## src/rtl/sccb_slave.sv

```systemverilog
// SCCB/I2C target: decodes 3-phase writes and 2-phase reads, drives SDA low only,
// and exposes a strobe-based register-file interface.
module sccb_slave #(
    parameter logic [6:0] DEV_ADDR = 7'h30,
    parameter bit         AUTO_INC = 1'b0
) (
    input  logic       clk,
    input  logic       reset_n,
    input  logic       scl_in,
    input  logic       sda_in,
    output logic       sda_oe,
    output logic [7:0] reg_addr,
    output logic [7:0] reg_wdata,
    output logic       reg_we,
    output logic       reg_re,
    input  logic [7:0] reg_rdata,
    output logic       busy
);
    localparam int unsigned BYTE_W = 8;
    localparam int unsigned CNT_W  = 4;
    localparam logic [CNT_W-1:0] LAST_BIT = CNT_W'(7);
    localparam logic [CNT_W-1:0] ACK_SLOT = CNT_W'(8);

    typedef enum logic [3:0] {
        IDLE, DEV, DEV_ACK, REG, REG_ACK, WR, WR_ACK, RD, RD_ACK, IGNORE, WAIT_STOP
    } state_t;

    state_t              state, state_nxt;
    logic                scl_s1, scl_s2, scl_d, sda_s1, sda_s2, sda_d;
    logic                scl_rise, scl_fall, start_cond, stop_cond;
    logic [CNT_W-1:0]    bit_cnt, bit_cnt_nxt;
    logic [BYTE_W-1:0]   shift, shift_nxt, byte_in;
    logic [1:0]          load_pipe, load_nxt;
    logic                sda_oe_nxt, reg_we_nxt, reg_re_nxt, busy_nxt;
    logic [BYTE_W-1:0]   reg_addr_nxt, reg_wdata_nxt;

    // Two-flop synchronisers plus one delay stage for edge detection; idle bus reads high
    always_ff @(posedge clk or negedge reset_n) begin
        if (!reset_n) begin
            {scl_s1, scl_s2, scl_d} <= 3'b111;
            {sda_s1, sda_s2, sda_d} <= 3'b111;
        end else begin
            {scl_s1, scl_s2, scl_d} <= {scl_in, scl_s1, scl_s2};
            {sda_s1, sda_s2, sda_d} <= {sda_in, sda_s1, sda_s2};
        end
    end

    // Bus events; conditions need SCL stable high so simultaneous SCL/SDA changes count as data
    assign scl_rise   = scl_s2 & ~scl_d;
    assign scl_fall   = ~scl_s2 & scl_d;
    assign start_cond = scl_s2 & scl_d & sda_d & ~sda_s2;
    assign stop_cond  = scl_s2 & scl_d & ~sda_d & sda_s2;
    assign byte_in    = {shift[BYTE_W-2:0], sda_s2};

    // State register
    always_ff @(posedge clk or negedge reset_n) begin
        if (!reset_n) state <= IDLE;
        else          state <= state_nxt;
    end

    // Next-state and next-output logic
    always_comb begin
        state_nxt     = state;
        bit_cnt_nxt   = bit_cnt;
        shift_nxt     = shift;
        load_nxt      = {load_pipe[0], 1'b0};
        sda_oe_nxt    = sda_oe;
        reg_addr_nxt  = reg_addr;
        reg_wdata_nxt = reg_wdata;
        reg_we_nxt    = 1'b0;
        reg_re_nxt    = 1'b0;
        busy_nxt      = busy;

        if (AUTO_INC && reg_we) reg_addr_nxt = reg_addr + 8'd1;

        if (stop_cond) begin
            state_nxt   = IDLE;
            sda_oe_nxt  = 1'b0;
            busy_nxt    = 1'b0;
            bit_cnt_nxt = '0;
            load_nxt    = '0;
        end else if (start_cond) begin
            state_nxt   = DEV;
            sda_oe_nxt  = 1'b0;
            bit_cnt_nxt = '0;
            load_nxt    = '0;
        end else begin
            case (state)
                DEV, REG, WR: begin
                    if (scl_rise && bit_cnt < ACK_SLOT) begin
                        shift_nxt   = byte_in;
                        bit_cnt_nxt = bit_cnt + CNT_W'(1);
                        if (bit_cnt == LAST_BIT && state == REG) reg_addr_nxt = byte_in;
                        if (bit_cnt == LAST_BIT && state == WR) begin
                            reg_wdata_nxt = byte_in;
                            reg_we_nxt    = 1'b1;
                        end
                    end else if (scl_fall && bit_cnt == ACK_SLOT) begin
                        sda_oe_nxt = 1'b1;
                        if (state == REG)     state_nxt = REG_ACK;
                        else if (state == WR) state_nxt = WR_ACK;
                        else if (shift[7:1] == DEV_ADDR) begin
                            state_nxt = DEV_ACK;
                            busy_nxt  = 1'b1;
                        end else begin
                            state_nxt  = IGNORE;
                            sda_oe_nxt = 1'b0;
                            busy_nxt   = 1'b0;
                        end
                    end
                end
                DEV_ACK, REG_ACK, WR_ACK: begin
                    // Entered with bit_cnt at the ACK slot; its rising edge wraps the counter
                    if (scl_rise) bit_cnt_nxt = '0;
                    else if (scl_fall && bit_cnt == '0) begin
                        sda_oe_nxt = 1'b0;
                        if (state != DEV_ACK || !shift[0]) begin
                            state_nxt = (state == DEV_ACK) ? REG : WR;
                        end else begin
                            state_nxt  = RD;
                            reg_re_nxt = 1'b1;
                            load_nxt   = 2'b01;
                        end
                    end
                end
                RD: begin
                    if (load_pipe[1]) begin
                        shift_nxt   = reg_rdata;
                        sda_oe_nxt  = ~reg_rdata[7];
                        bit_cnt_nxt = '0;
                    end else if (scl_rise && bit_cnt < ACK_SLOT) begin
                        bit_cnt_nxt = bit_cnt + CNT_W'(1);
                    end else if (scl_fall) begin
                        if (bit_cnt == ACK_SLOT) begin
                            sda_oe_nxt = 1'b0;
                            state_nxt  = RD_ACK;
                        end else begin
                            shift_nxt  = {shift[BYTE_W-2:0], 1'b0};
                            sda_oe_nxt = ~shift[6];
                        end
                    end
                end
                RD_ACK: begin
                    // shift[0] holds the master's ACK (0) / NACK (1)
                    if (scl_rise) begin
                        shift_nxt[0] = sda_s2;
                        bit_cnt_nxt  = '0;
                    end else if (scl_fall && bit_cnt == '0) begin
                        if (shift[0]) state_nxt = WAIT_STOP;
                        else begin
                            state_nxt  = RD;
                            reg_re_nxt = 1'b1;
                            load_nxt   = 2'b01;
                            if (AUTO_INC) reg_addr_nxt = reg_addr + 8'd1;
                        end
                    end
                end
                default: ;
            endcase
        end
    end

    // Registered datapath and outputs
    always_ff @(posedge clk or negedge reset_n) begin
        if (!reset_n) begin
            bit_cnt   <= '0;
            shift     <= '0;
            load_pipe <= '0;
            sda_oe    <= 1'b0;
            reg_addr  <= '0;
            reg_wdata <= '0;
            reg_we    <= 1'b0;
            reg_re    <= 1'b0;
            busy      <= 1'b0;
        end else begin
            bit_cnt   <= bit_cnt_nxt;
            shift     <= shift_nxt;
            load_pipe <= load_nxt;
            sda_oe    <= sda_oe_nxt;
            reg_addr  <= reg_addr_nxt;
            reg_wdata <= reg_wdata_nxt;
            reg_we    <= reg_we_nxt;
            reg_re    <= reg_re_nxt;
            busy      <= busy_nxt;
        end
    end

endmodule

```

## config.mk

```make
export PLATFORM = sky130hd
export DESIGN_NAME = sccb_slave
export DESIGN_NICKNAME = d
export VERILOG_FILES = /design/src/rtl/sccb_slave.sv
export SDC_FILE = /design/constraint.sdc
export NUM_CORES = 1
export LEC_CHECK = 0
export ABC_CLOCK_PERIOD_IN_PS = 1900
export CORE_ASPECT_RATIO = 0.75
export CORE_MARGIN = 3
export CORE_UTILIZATION = 40
export CTS_BUF_LIST = sky130_fd_sc_hd__clkbuf_16
export DETAILED_ROUTE_END_ITERATION = 10
export REMOVE_ABC_BUFFERS = 1
export SLEW_MARGIN = 5
export SYNTH_ARGS = -nofsm -noshare
export SYNTH_HDL_FRONTEND = slang
export SYNTH_SLANG_ARGS = --single-unit
export TNS_END_PERCENT = 20
```

## constraint.sdc

```tcl
create_clock -name clk -period 1.9 [get_ports clk]
set_clock_uncertainty 0.15 [all_clocks]
set_input_delay 0.38 -clock clk [delete_from_list [all_inputs] [get_ports clk]]
set_output_delay 0.38 -clock clk [all_outputs]
set_load 0.01 [all_outputs]
```

# Word-level counts from Yosys, hierarchy flattened
# Index checks and enable logic that the tools add are counted.
[word_totals] reg_bits=44 output_inout_bits=20 elab_cells=171
[classes] n_addsub=1 n_lt_le_gt_ge=1 n_eq_ne=34 mux=77 bitwise_logic=15 reduce_logical=26
[op_table] operator="two-way mux 4 bit" n=21
[op_table] operator="two-way mux 8 bit" n=5
[op_table] operator="!= test 4 bit (second input constant)" n=10
[op_table] operator="two-way mux 1 bit" n=34
[op_table] operator="equality test 4 x 3 -> 1 bit (second input constant)" n=5
[op_table] operator="two-way mux 2 bit" n=8
[op_table] operator="one-hot mux 4 bit (4 select lines)" n=1
[op_table] operator="one-hot mux 7 bit (2 select lines)" n=1
[op_table] operator="AND reduction 7 bit" n=2
[op_table] operator="one-hot mux 4 bit (3 select lines)" n=1
[op_table] operator="AND reduction 11 bit" n=1
[op_table] operator="!= test 2 bit (second input constant)" n=5
[op_table] operator="!= test 5 bit (second input constant)" n=2
[op_table] operator="AND reduction 5 bit" n=2
[op_table] operator="nonzero test 5 bit" n=2
[op_table] operator="!= test 3 bit (second input constant)" n=3
[op_table] operator="equality test 4 x 2 -> 1 bit (second input constant)" n=2
[op_table] operator="equality test 4 bit (second input constant)" n=2
[op_table] operator="NOT 1 bit" n=8
[op_table] operator="AND reduction 8 bit" n=1
[op_table] operator="AND 1 bit" n=7
[op_table] operator="equality test 7 x 6 -> 1 bit (second input constant)" n=1
[op_table] operator="two-way mux 3 bit" n=2
[op_table] operator="one-hot mux 1 bit (3 select lines)" n=2
[op_table] operator="19 further kinds" n=26

# Longest topological paths before layout
# Gate-level depths: netlist (run 1).
[depth] depth_word=9 depth_mapped=8 depth_no_buf=7

# Least setup slack after synthesis (run 1)
# OpenSTA, ideal clock, no wires.
[synth_path] path_kind="reg2reg" startpoint="register bit_cnt[0]" endpoint="register state[2]" arrival_time_ps=1634 required_time_ps=1620 path_slack_ps=-13 path_stages_with_launch=8 period_less_slack_ps=1913 cell_sequence="dfrtp_1 > inv_1 > ha_1 > nand3b_4 > or4_4 > o311a_4 > nor3_2 > a211oi_2"
[synth_between] elab_chain_cells=4
[synth_lines] item="from (decl)" line_no="31" rtl="logic [CNT_W-1:0] bit_cnt, bit_cnt_nxt;"
[synth_lines] item="from (signal assigned)" line_no="176" rtl="bit_cnt <= bit_cnt_nxt;"
[synth_lines] item="less-than comparator 4 bit, or another cell as far along" line_no="90, 131"
[synth_lines] item="logical AND 1 bit (on tied branches)"
[synth_lines] item="!= test 4 bit (no source line)"
[synth_lines] item="AND reduction 11 bit (no source line) *"
[synth_lines] item="to (signal assigned)" line_no="58" rtl="else state <= state_nxt;"
[synth_lines] item="to (decl)" line_no="28" rtl="state_t state, state_nxt;"
# Every way passes the cells marked *; elsewhere a longest branch is shown, timed or not.
# A chain may end at the register's enable or synchronous reset.

# Worst setup path after layout (run 1)
[layout_path] startpoint="register state[2]" endpoint="register bit_cnt[0]"
[layout_between] elab_chain_cells=5
[layout_lines] item="equality test 4 x 2 -> 1 bit, or another cell as far along" line_no="88" rtl="case (state)"
[layout_lines] item="OR reduction 4 bit (no source line) or OR reduction 3 bit (tied branches)"
[layout_lines] item="one-hot mux 4 bit (3 select lines)" line_no="88"
[layout_lines] item="two-way mux 4 bit" line_no="82" rtl="end else if (start_cond) begin"
[layout_lines] item="two-way mux 4 bit" line_no="76" rtl="if (stop_cond) begin"
# Parallel ways exist; a longest one is shown, timed or not.

==> metrics.yaml, run 1 <==
run_status:
  status: "finished, violations left"
  violations: "negative setup slack"
grt:
  grt_pass1_vias: 1832
  grtUsageTotal: 0.187
  grt_pass1_wl_mm: 9.47
  antenna_found_initial: 0
  overflow: 0
  grt_max_degree: 19
sta:
  slew_viol_final: 0
  setup_ws_ns: -0.0387
  max_freq_mhz: 516
  post-route-period-util: 1.02
  slew_headroom: 0.710
  setup_tns_ns: -0.0416
  setup_viol: 2
  rsz0062_at_grt: "true"
  tightest_slew_ns: 0.435
  fin_hold_ws_ns: 0.207
  finalCriticalPeriod_ns: 1.94
  hold_viol_final: 0
drt:
  detail_route.iter0.violations: 169
  viasPerCell: 5.26
  drc_errors: 0
  drt-pass1-iter-count: 4
  drtAntennaViolNets: 0
  wl_per_cell_um: 16.2
  num_vias: 1919
  wirelength_mm: 5.91
floorplan:
  die-area_mm2: 0.00665
  num_rows: 23
  start_util: 0.421
  die_w_um: 93.2
  coreArea_mm2: 0.00541
  die_h_um: 71.4
  ios: 32
clocking:
  cts_tree: "done"
  root_buffer: "clkbuf_16"
  clk_latency_ns: 0.29
  clk_path_buf_depth: 2
  path_clk_slew_ns: 0.06
  cts.sinks: 43
  htree_levels: 2
  cts_buffers: 5
setup_path:
  end_kind: "flop"
  startpoint_type: "flop"
  crit_type: "flop to flop"
  arrival_ns: 1.96
  crit_fanout: 8
  crit_required_ns: 1.92
layout:
  layout_common_cells: "buf_4 (44), dfrtp_1 (35), clkdlybuf4s50_1 (30)"
  antenna_cells: 0
  final_cells: 365
  fin_area_mm2: 0.00336
  drive_gt1_frac: 0.372
  fillCellCount: 442
  syn2layout_area_growth_pct: 47.4
  post-route-util: 0.621
  final_common_cell: "buf_4"
  final_net_count: 303
synthesis:
  synth.cell_area_mm2: 0.00228
  ys_types: 60
  syn_inst: 209
  yosysSeqAreaShare: 0.476
  synth-seq-cells: 43
  synthArstFlopShare: 1.00
  synth-edff-count: 0
  synth_area_per_cell_um2: 10.9
  yosysWarningCount: 0
  synth_top_flop_cell: "dfrtp_1"
place:
  dpl.hpwl_mm: 4.24
  post-place-cells: 346
  io_buffers: 31
  place_area_mm2: 0.00295
  pre_cts_ws_ns: -0.0731
  gp_congestion: 0.889
hold_path:
  hold_path_class: "flop to flop"
power_and_ir_drop:
  swShare: 0.280
  clkPwrFrac: 0.360
  pwr-share-comb: 0.238
  power_frac_seq: 0.402
  power.switching_mw: 0.776
  internal_power_mw: 1.99
  ir_drop_mv: 0.433
  p_per_area_mw_per_mm2: 824
  power_mw: 2.77
  p_leak_nw: 1.52
flow_run:
  maxCapViolCount: 0
-- worst max-delay path, cell delays in order (launching register included) --
cell,delay [ns]
dfrtp_2,0.44
buf_12,0.15
nor4b_4,0.37
a211o_1,0.22
and3b_2,0.24
mux2_2,0.26
-- timing repair --
| item | CTS | global route |
|---|---|---|
| endpoints found under the setup margin | 25 | 27 |
| resized for setup | 6 | 32 |
| hold buffers | 1 | 0 |
| hold endpoints to repair | 16 | 0 |
| setup buffers | 0 | 9 |
| pin swaps | 0 | 13 |
| cloned | 0 | 1 |
-- metal layers --
layer / vias up / global-route usage / share of wire
met1: 909 / 0.291 / 0.50
li1: 921 / - / -
met4: 0 / 0.0715 / 0.016
met5: - / 0 / 0
met2: 80 / 0.251 / 0.40
met3: 9 / 0.0388 / 0.086
-- power by group through the flow --
stage / sequential [mW] / clock, mW / combinational (mW)
finish: 1.11 / 0.997 / 0.658
global route: 1.13 / 1.06 / 0.716
CTS: 1.10 / 1.02 / 0.552
detailed placement: 1.11 / 0 / 0.544
global placement: 1.11 / 0 / 0.540
floorplan: 1.13 / 0 / 0.252
-- logic make-up (layout without fill, tap and decap cells) --
group,Yosys count,in the layout,share of synthesized area
AO/OA/AOI/OAI,49,49,0.146
multiplexers,26,26,0.124
XOR/XNOR,1,1,0.00384
flip-flops,43,43,0.476
buffers and inverters,15,96,0.0335
adder cells (fa/ha/maj),2,2,0.0110
AND/OR/NAND/NOR,73,73,0.206
-- registers in the layout, indices dropped and copies added, names as in the netlist, 2 cells and up --
| signal | flops |
|---|---|
| bit_cnt | 4 |
| reg_addr | 8 |
| reg_wdata | 8 |
| shift | 8 |
| state | 4 |
| load_pipe | 2 |
-- layout make-up --
cell class | instances | area, µm² | area share
Inverter | 7 | 26.3 | 0.00782
Timing Repair Buffer | 81 | 719 | 0.214
Sequential cell | 43 | 1090 | 0.323
Tap cell | 75 | 93.8 | 0.0279
Clock inverter | 3 | 46.3 | 0.0138
Clock buffer | 5 | 125 | 0.0372
Multi-Input combinational cell | 151 | 1260 | 0.376
-- worst paths after layout --
check,cells after the start,end,from,slack [ns]
worst max-delay path,5,bit_cnt[0],state[2],-0.04
worst max register to register,5,bit_cnt[0],state[2],-0.04
worst min-delay path,0,scl_s2,scl_s1,0.21
worst min register to register,0,scl_s2,scl_s1,0.21
max in group asynchronous,3,scl_s1,reset_n,0.57
min in group asynchronous,2,state[3],reset_n,0.41
-- synthesized netlist by cell type, drive strengths merged, types with 2 or more instances --
| library cell | count | area [µm²] |
|---|---|---|
| dfstp | 6 | 158 |
| nor3 | 4 | 25.0 |
| nand2 | 12 | 45.0 |
| a21oi | 18 | 90.1 |
| dfrtp | 37 | 926 |
| nor4 | 2 | 27.5 |
| a31oi | 2 | 12.5 |
| nand4b | 2 | 17.5 |
| a211o | 2 | 17.5 |
| nand3 | 5 | 30.0 |
| or2 | 2 | 12.5 |
| nor2 | 19 | 76.3 |
| or4 | 3 | 26.3 |
| nor3b | 3 | 32.5 |
| nor2b | 6 | 37.5 |
| nand2b | 6 | 40.0 |
| nor4b | 2 | 32.5 |
| mux2i | 8 | 80.1 |
| o21ai | 10 | 50.1 |
| a22o | 2 | 17.5 |
| a211oi | 3 | 32.5 |
| nand3b | 2 | 31.3 |
| mux2 | 18 | 203 |
| ha | 2 | 25.0 |
| buf | 7 | 46.3 |
| inv | 7 | 26.3 |
Note: power is estimated with default switching activity, not from simulation.
==> inputs of run 2 (changes only) <==
--- a/config.mk
+++ b/config.mk
@@ -8,9 +8,10 @@
 export ABC_CLOCK_PERIOD_IN_PS = 1900
 export CORE_ASPECT_RATIO = 0.75
 export CORE_MARGIN = 3
-export CORE_UTILIZATION = 40
+export CORE_UTILIZATION = 49
 export CTS_BUF_LIST = sky130_fd_sc_hd__clkbuf_16
 export DETAILED_ROUTE_END_ITERATION = 10
+export PLACE_DENSITY = 0.76
 export REMOVE_ABC_BUFFERS = 1
 export SLEW_MARGIN = 5
 export SYNTH_ARGS = -nofsm -noshare
==> run 2 against run 1 <==
  * The flow finishes with violations (negative hold slack, negative setup slack)
  * First-iteration DRC count unchanged
  * Clock power is 16% lower
  * Sequential share of layout area rose by 0.70 points
  * Via count increased by 3.3%
  * Setup slack improved by 0.012 ns
  * Utilization up 15 points
  * Non-clock buffer count grew 1
  * Routed wire length grew 3.1%
  * Combinational power fell by 3%
  * Maximum frequency grew 0.62%
  * Critical path depth up 1
  * Design area is 2.0% lower
  * Largest power group unchanged
  * Highest routed layer unchanged
==> metrics.yaml, run 2 (synthesis results as in run 1) <==
run_status:
  status: "finished, violations left"
  violations: "negative hold slack, negative setup slack"
setup_path:
  crit_fanout: 6
  end_kind: "flop"
  worstReg2RegStart: "state[2]"
  r2r_slack_ns: -0.03
  rr_endpoint: "state[3]"
  crit_required_ns: 1.97
  startpoint_type: "flop"
  slowest_stage: "or4_4"
  ff2ff_path_depth: 6
  cp_slowest_stage_delay_ns: 0.49
  arrival_ns: 2.00
  crit_chain: "buf_4 > and3_4 > or4_4 > o311a_4 > a31oi_1 > a31o_1"
  crit_type: "flop to flop"
floorplan:
  coreArea_mm2: 0.00425
  num_rows: 20
  die_h_um: 65.1
  die_w_um: 84.7
  start_util: 0.536
  die-area_mm2: 0.00551
  ios: 32
clocking:
  clk_path_buf_depth: 2
  root_buffer: "clkbuf_16"
  htree_levels: 2
  path_clk_slew_ns: 0.06
  cts_tree: "done"
  cts_buffers: 5
  clk_latency_ns: 0.28
  cts.sinks: 43
sta:
  hold_viol_final: 5
  slew_viol_final: 0
  fin_hold_ws_ns: -0.00329
  setup_viol: 3
  setup_ws_ns: -0.0268
  rsz0062_at_grt: "true"
  tightest_slew_ns: 0.519
  finalCriticalPeriod_ns: 1.93
  max_freq_mhz: 519
  slew_headroom: 0.654
  post-route-period-util: 1.01
layout:
  largestRegisters: "reg_addr: 8 flops, reg_wdata: 8 flops, shift: 8 flops"
  final_net_count: 304
  final_common_cell: "buf_4"
  ff_latch_area_mm2: 0.00109
  layout_common_cells: "buf_4 (44), dfrtp_1 (34), clkdlybuf4s50_1 (30)"
  drive_gt1_frac: 0.378
  multi_input_area_mm2: 0.00125
  post-route-util: 0.774
  syn2layout_area_growth_pct: 44.5
  fillCellCount: 280
  antenna_cells: 0
  final_cells: 346
drt:
  num_vias: 1982
  viasPerCell: 5.73
  drt-pass1-iter-count: 5
  wirelength_mm: 6.10
  drc_errors: 0
  wl_per_cell_um: 17.6
  drtAntennaViolNets: 0
  detail_route.iter0.violations: 169
power_and_ir_drop:
  ir_drop_mv: 0.697
  clkPwrFrac: 0.323
  p_per_area_mw_per_mm2: 786
  power_frac_seq: 0.429
  p_leak_nw: 1.53
  internal_power_mw: 1.84
  power.switching_mw: 0.750
  power_mw: 2.59
  swShare: 0.290
  pwr-share-comb: 0.248
grt:
  antenna_found_initial: 0
  grt_pass1_vias: 2029
  grt_max_degree: 44
  overflow: 0
  grt_pass1_wl_mm: 10.0
  grtUsageTotal: 0.232
place:
  gp_congestion: 0.868
  dpl.hpwl_mm: 4.39
  post-place-cells: 334
  io_buffers: 31
hold_path:
  hold_path_class: "primary input to asynchronous set/reset pin"
flow_run:
  maxCapViolCount: 0
[run 2: worst max-delay path by stage]
stage | from | end | slack [ns]
final | state[2] | state[3] | -0.03
after global placement | state[0] | bit_cnt[1] | -0.06
after detailed placement | bit_cnt[0] | state[2] | -0.11
after CTS | scl_s2 | shift[0] | -0.04
after global routing | scl_s2 | bit_cnt[0] | -0.09
after floorplan | scl_s2 | shift[0] | -0.13
[run 2: routing by layer]
layer / GRT usage / share of wire / vias to the layer above
met3: 0.0661 / 0.058 / 12
met5: 0 / 0 / -
li1: - / - / 927
met2: 0.357 / 0.45 / 67
met4: 0.0613 / 0.019 / 0
met1: 0.323 / 0.48 / 976
[run 2: power groups by stage]
stage / clock network (mW) / registers [mW] / logic [mW]
final: 0.837 / 1.11 / 0.641
after global routing: 0.885 / 1.13 / 0.698
after floorplan: 0 / 1.13 / 0.252
after CTS: 0.848 / 1.10 / 0.599
after detailed placement: 0 / 1.12 / 0.558
after global placement: 0 / 1.11 / 0.541
[run 2: final cells by class]
| type | count | area share |
|---|---|---|
| multi-input cells | 151 | 0.381 |
| clock inverters | 3 | 0.00494 |
| clock buffers | 5 | 0.0380 |
| flip-flops and latches | 43 | 0.330 |
| repair buffers | 82 | 0.217 |
| well taps | 55 | 0.0209 |
| inverters | 7 | 0.00798 |
[run 2: critical path, delay by kind of cell, from the launching register on]
family                 cells  cell delay [ns]
flip-flops                 1             0.45
AO/OA/AOI/OAI              3             0.45
AND/OR/NAND/NOR            2             0.65
buffers and inverters      1             0.16
[run 2: what timing repair did]
action / 4_1_cts / 5_1_grt
hold buffers: 0 / 0
pin swaps: 6 / 4
buffers inserted: 3 / 1
endpoints found under the setup margin: 31 / 34
resized for setup: 17 / 24
[run 2: stage by stage]
stage,cell area [µm²],setup WS [ns],setup TNS [ns]
2_1_floorplan,2230,-0.135,-0.226
3_3_place_gp,2960,-0.0573,-0.384
3_5_place_dp,2960,-0.112,-0.948
4_1_cts,3180,-0.0379,-0.0596
5_1_grt,3290,-0.0897,-0.443
6_report,3290,-0.0268,-0.0360
==> inputs of run 3 (changes only) <==
--- a/config.mk
+++ b/config.mk
@@ -13,6 +13,7 @@
 export DETAILED_ROUTE_END_ITERATION = 10
 export PLACE_DENSITY = 0.76
 export REMOVE_ABC_BUFFERS = 1
+export SKIP_CTS_REPAIR_TIMING = 1
 export SLEW_MARGIN = 5
 export SYNTH_ARGS = -nofsm -noshare
 export SYNTH_HDL_FRONTEND = slang
==> run 3 against run 2 <==
  * The flow finishes with violations (negative setup slack)
  * Sequential power about the same
  * Routed wire length decreased by 1.2%
  * Utilization decreased by 0.32 points
  * Design area decreased by 0.42%
  * Critical endpoint is now bit_cnt[0]
==> metrics.yaml, run 3 (synthesis results as in run 1) <==
layout:
  final_net_count: 307
  final_common_cell: "buf_4"
  drive_gt1_frac: 0.378
  final_cells: 349
  syn2layout_area_growth_pct: 43.9
  layout_common_cells: "buf_4 (49), dfrtp_1 (34), clkdlybuf4s50_1 (30)"
  fillCellCount: 283
  fin_area_mm2: 0.00328
  antenna_cells: 0
  largestRegisters: "reg_addr: 8 flops, reg_wdata: 8 flops, shift: 8 flops"
sta:
  rsz0062_at_grt: "true"
  hold_viol_final: 0
  setup_tns_ns: -0.206
  post-route-period-util: 1.04
  max_freq_mhz: 504
  tightest_slew_ns: 0.528
  slew_headroom: 0.648
  finalCriticalPeriod_ns: 1.99
  setup_viol: 4
  slew_viol_final: 0
  setup_ws_ns: -0.0853
drt:
  wirelength_mm: 6.02
  dr_wl_met3_um: 333
  num_vias: 1953
  drc_errors: 0
  drtAntennaViolNets: 0
  viasPerCell: 5.60
  wl_per_cell_um: 17.3
  highest_layer: "met4"
  detail_route.iter0.violations: 161
  drt-pass1-iter-count: 4
  met1Wirelength_mm: 2.92
  wl_met2_mm: 2.68
clocking:
  clk_path_buf_depth: 2
  root_buffer: "clkbuf_16"
  htree_levels: 2
  cts_buffers: 5
  path_clk_slew_ns: 0.06
  cts_tree: "done"
  clk_latency_ns: 0.28
  cts.sinks: 43
grt:
  antenna_found_initial: 0
  grt_max_degree: 44
  overflow: 0
  grt_pass1_wl_mm: 9.91
  grt_pass1_vias: 2010
  grtUsageTotal: 0.230
setup_path:
  slowest_stage: "dfstp_2"
  crit_required_ns: 1.92
  arrival_ns: 2.00
  cp_slowest_stage_delay_ns: 0.58
  crit_type: "flop to flop"
  end_kind: "flop"
  startpoint_type: "flop"
  crit_fanout: 6
  crit_chain: "buf_4 > nand2_2 > nor2_4 > a211o_1 > and3b_2 > mux2_4"
  r2r_slack_ns: -0.09
place:
  place_area_mm2: 0.00296
  gp_congestion: 0.868
  post-place-cells: 334
  dpl.hpwl_mm: 4.39
  pre_cts_ws_ns: -0.112
  io_buffers: 31
floorplan:
  ios: 32
  die-area_mm2: 0.00551
  die_w_um: 84.7
  start_util: 0.536
  coreArea_mm2: 0.00425
  die_h_um: 65.1
  num_rows: 20
run_status:
  violations: "negative setup slack"
  status: "finished, violations left"
power_and_ir_drop:
  p_per_area_mw_per_mm2: 784
  power.switching_mw: 0.738
  power_frac_seq: 0.433
  internal_power_mw: 1.83
  clkPwrFrac: 0.322
  swShare: 0.287
  power_mw: 2.57
  p_leak_nw: 1.53
  pwr-share-comb: 0.246
  ir_drop_mv: 0.698
flow_run:
  maxCapViolCount: 0
hold_path:
  hold_path_class: "primary input to asynchronous set/reset pin"
## run 3: metal layers
layer | track usage | vias up
met4 | 0.0553 | 0
met1 | 0.317 | 952
met5 | 0 | -
met3 | 0.0648 | 10
li1 | - | 933
met2 | 0.358 | 58
## run 3: path summary, 6_finish.rpt
kind | start | to | cells after the start
worst max-delay path | scl_s2 | bit_cnt[0] | 6
worst min-delay path | reset_n | reg_we | 2
max in group asynchronous | reset_n | state[0] | 2
worst max register to register | scl_s2 | bit_cnt[0] | 6
worst min register to register | sda_s1 | sda_s2 | 0
min in group clk | sda_s1 | sda_s2 | 0
## run 3: layout make-up
| type | count | area (µm²) | share of cell area |
|---|---|---|---|
| clock buffer | 5 | 125 | 0.0382 |
| clock inverter | 3 | 16.3 | 0.00496 |
| inverter | 7 | 26.3 | 0.00802 |
| multi-input combinational | 151 | 1220 | 0.374 |
| sequential | 43 | 1090 | 0.332 |
| tap | 55 | 68.8 | 0.0210 |
| timing repair buffer | 85 | 729 | 0.223 |
## run 3: power by group through the flow
stage          sequential [mW]  combinational (mW)  clock (mW)
3_5_place_dp              1.12               0.558           0
4_1_cts                   1.10               0.561       0.848
5_1_grt                   1.13               0.692       0.885
2_1_floorplan             1.13               0.252           0
6_report                  1.11               0.631       0.827
3_3_place_gp              1.11               0.541           0
## run 3: critical path: cells and delay by family (launching register included)
| family | cells | cell delay (ns) |
|---|---|---|
| flops | 1 | 0.58 |
| buf+inv | 1 | 0.13 |
| mux | 1 | 0.27 |
| compound gates | 1 | 0.22 |
| simple gates | 3 | 0.53 |
## run 3: stage by stage
stage | hold slack, ns | util
global route | 0.0483 | 0.771
finish | 0.00599 | 0.771
CTS | 0.0250 | 0.728
floorplan | -0.0656 | -
global placement | 0.196 | 0.695
detailed placement | 0.201 | 0.695
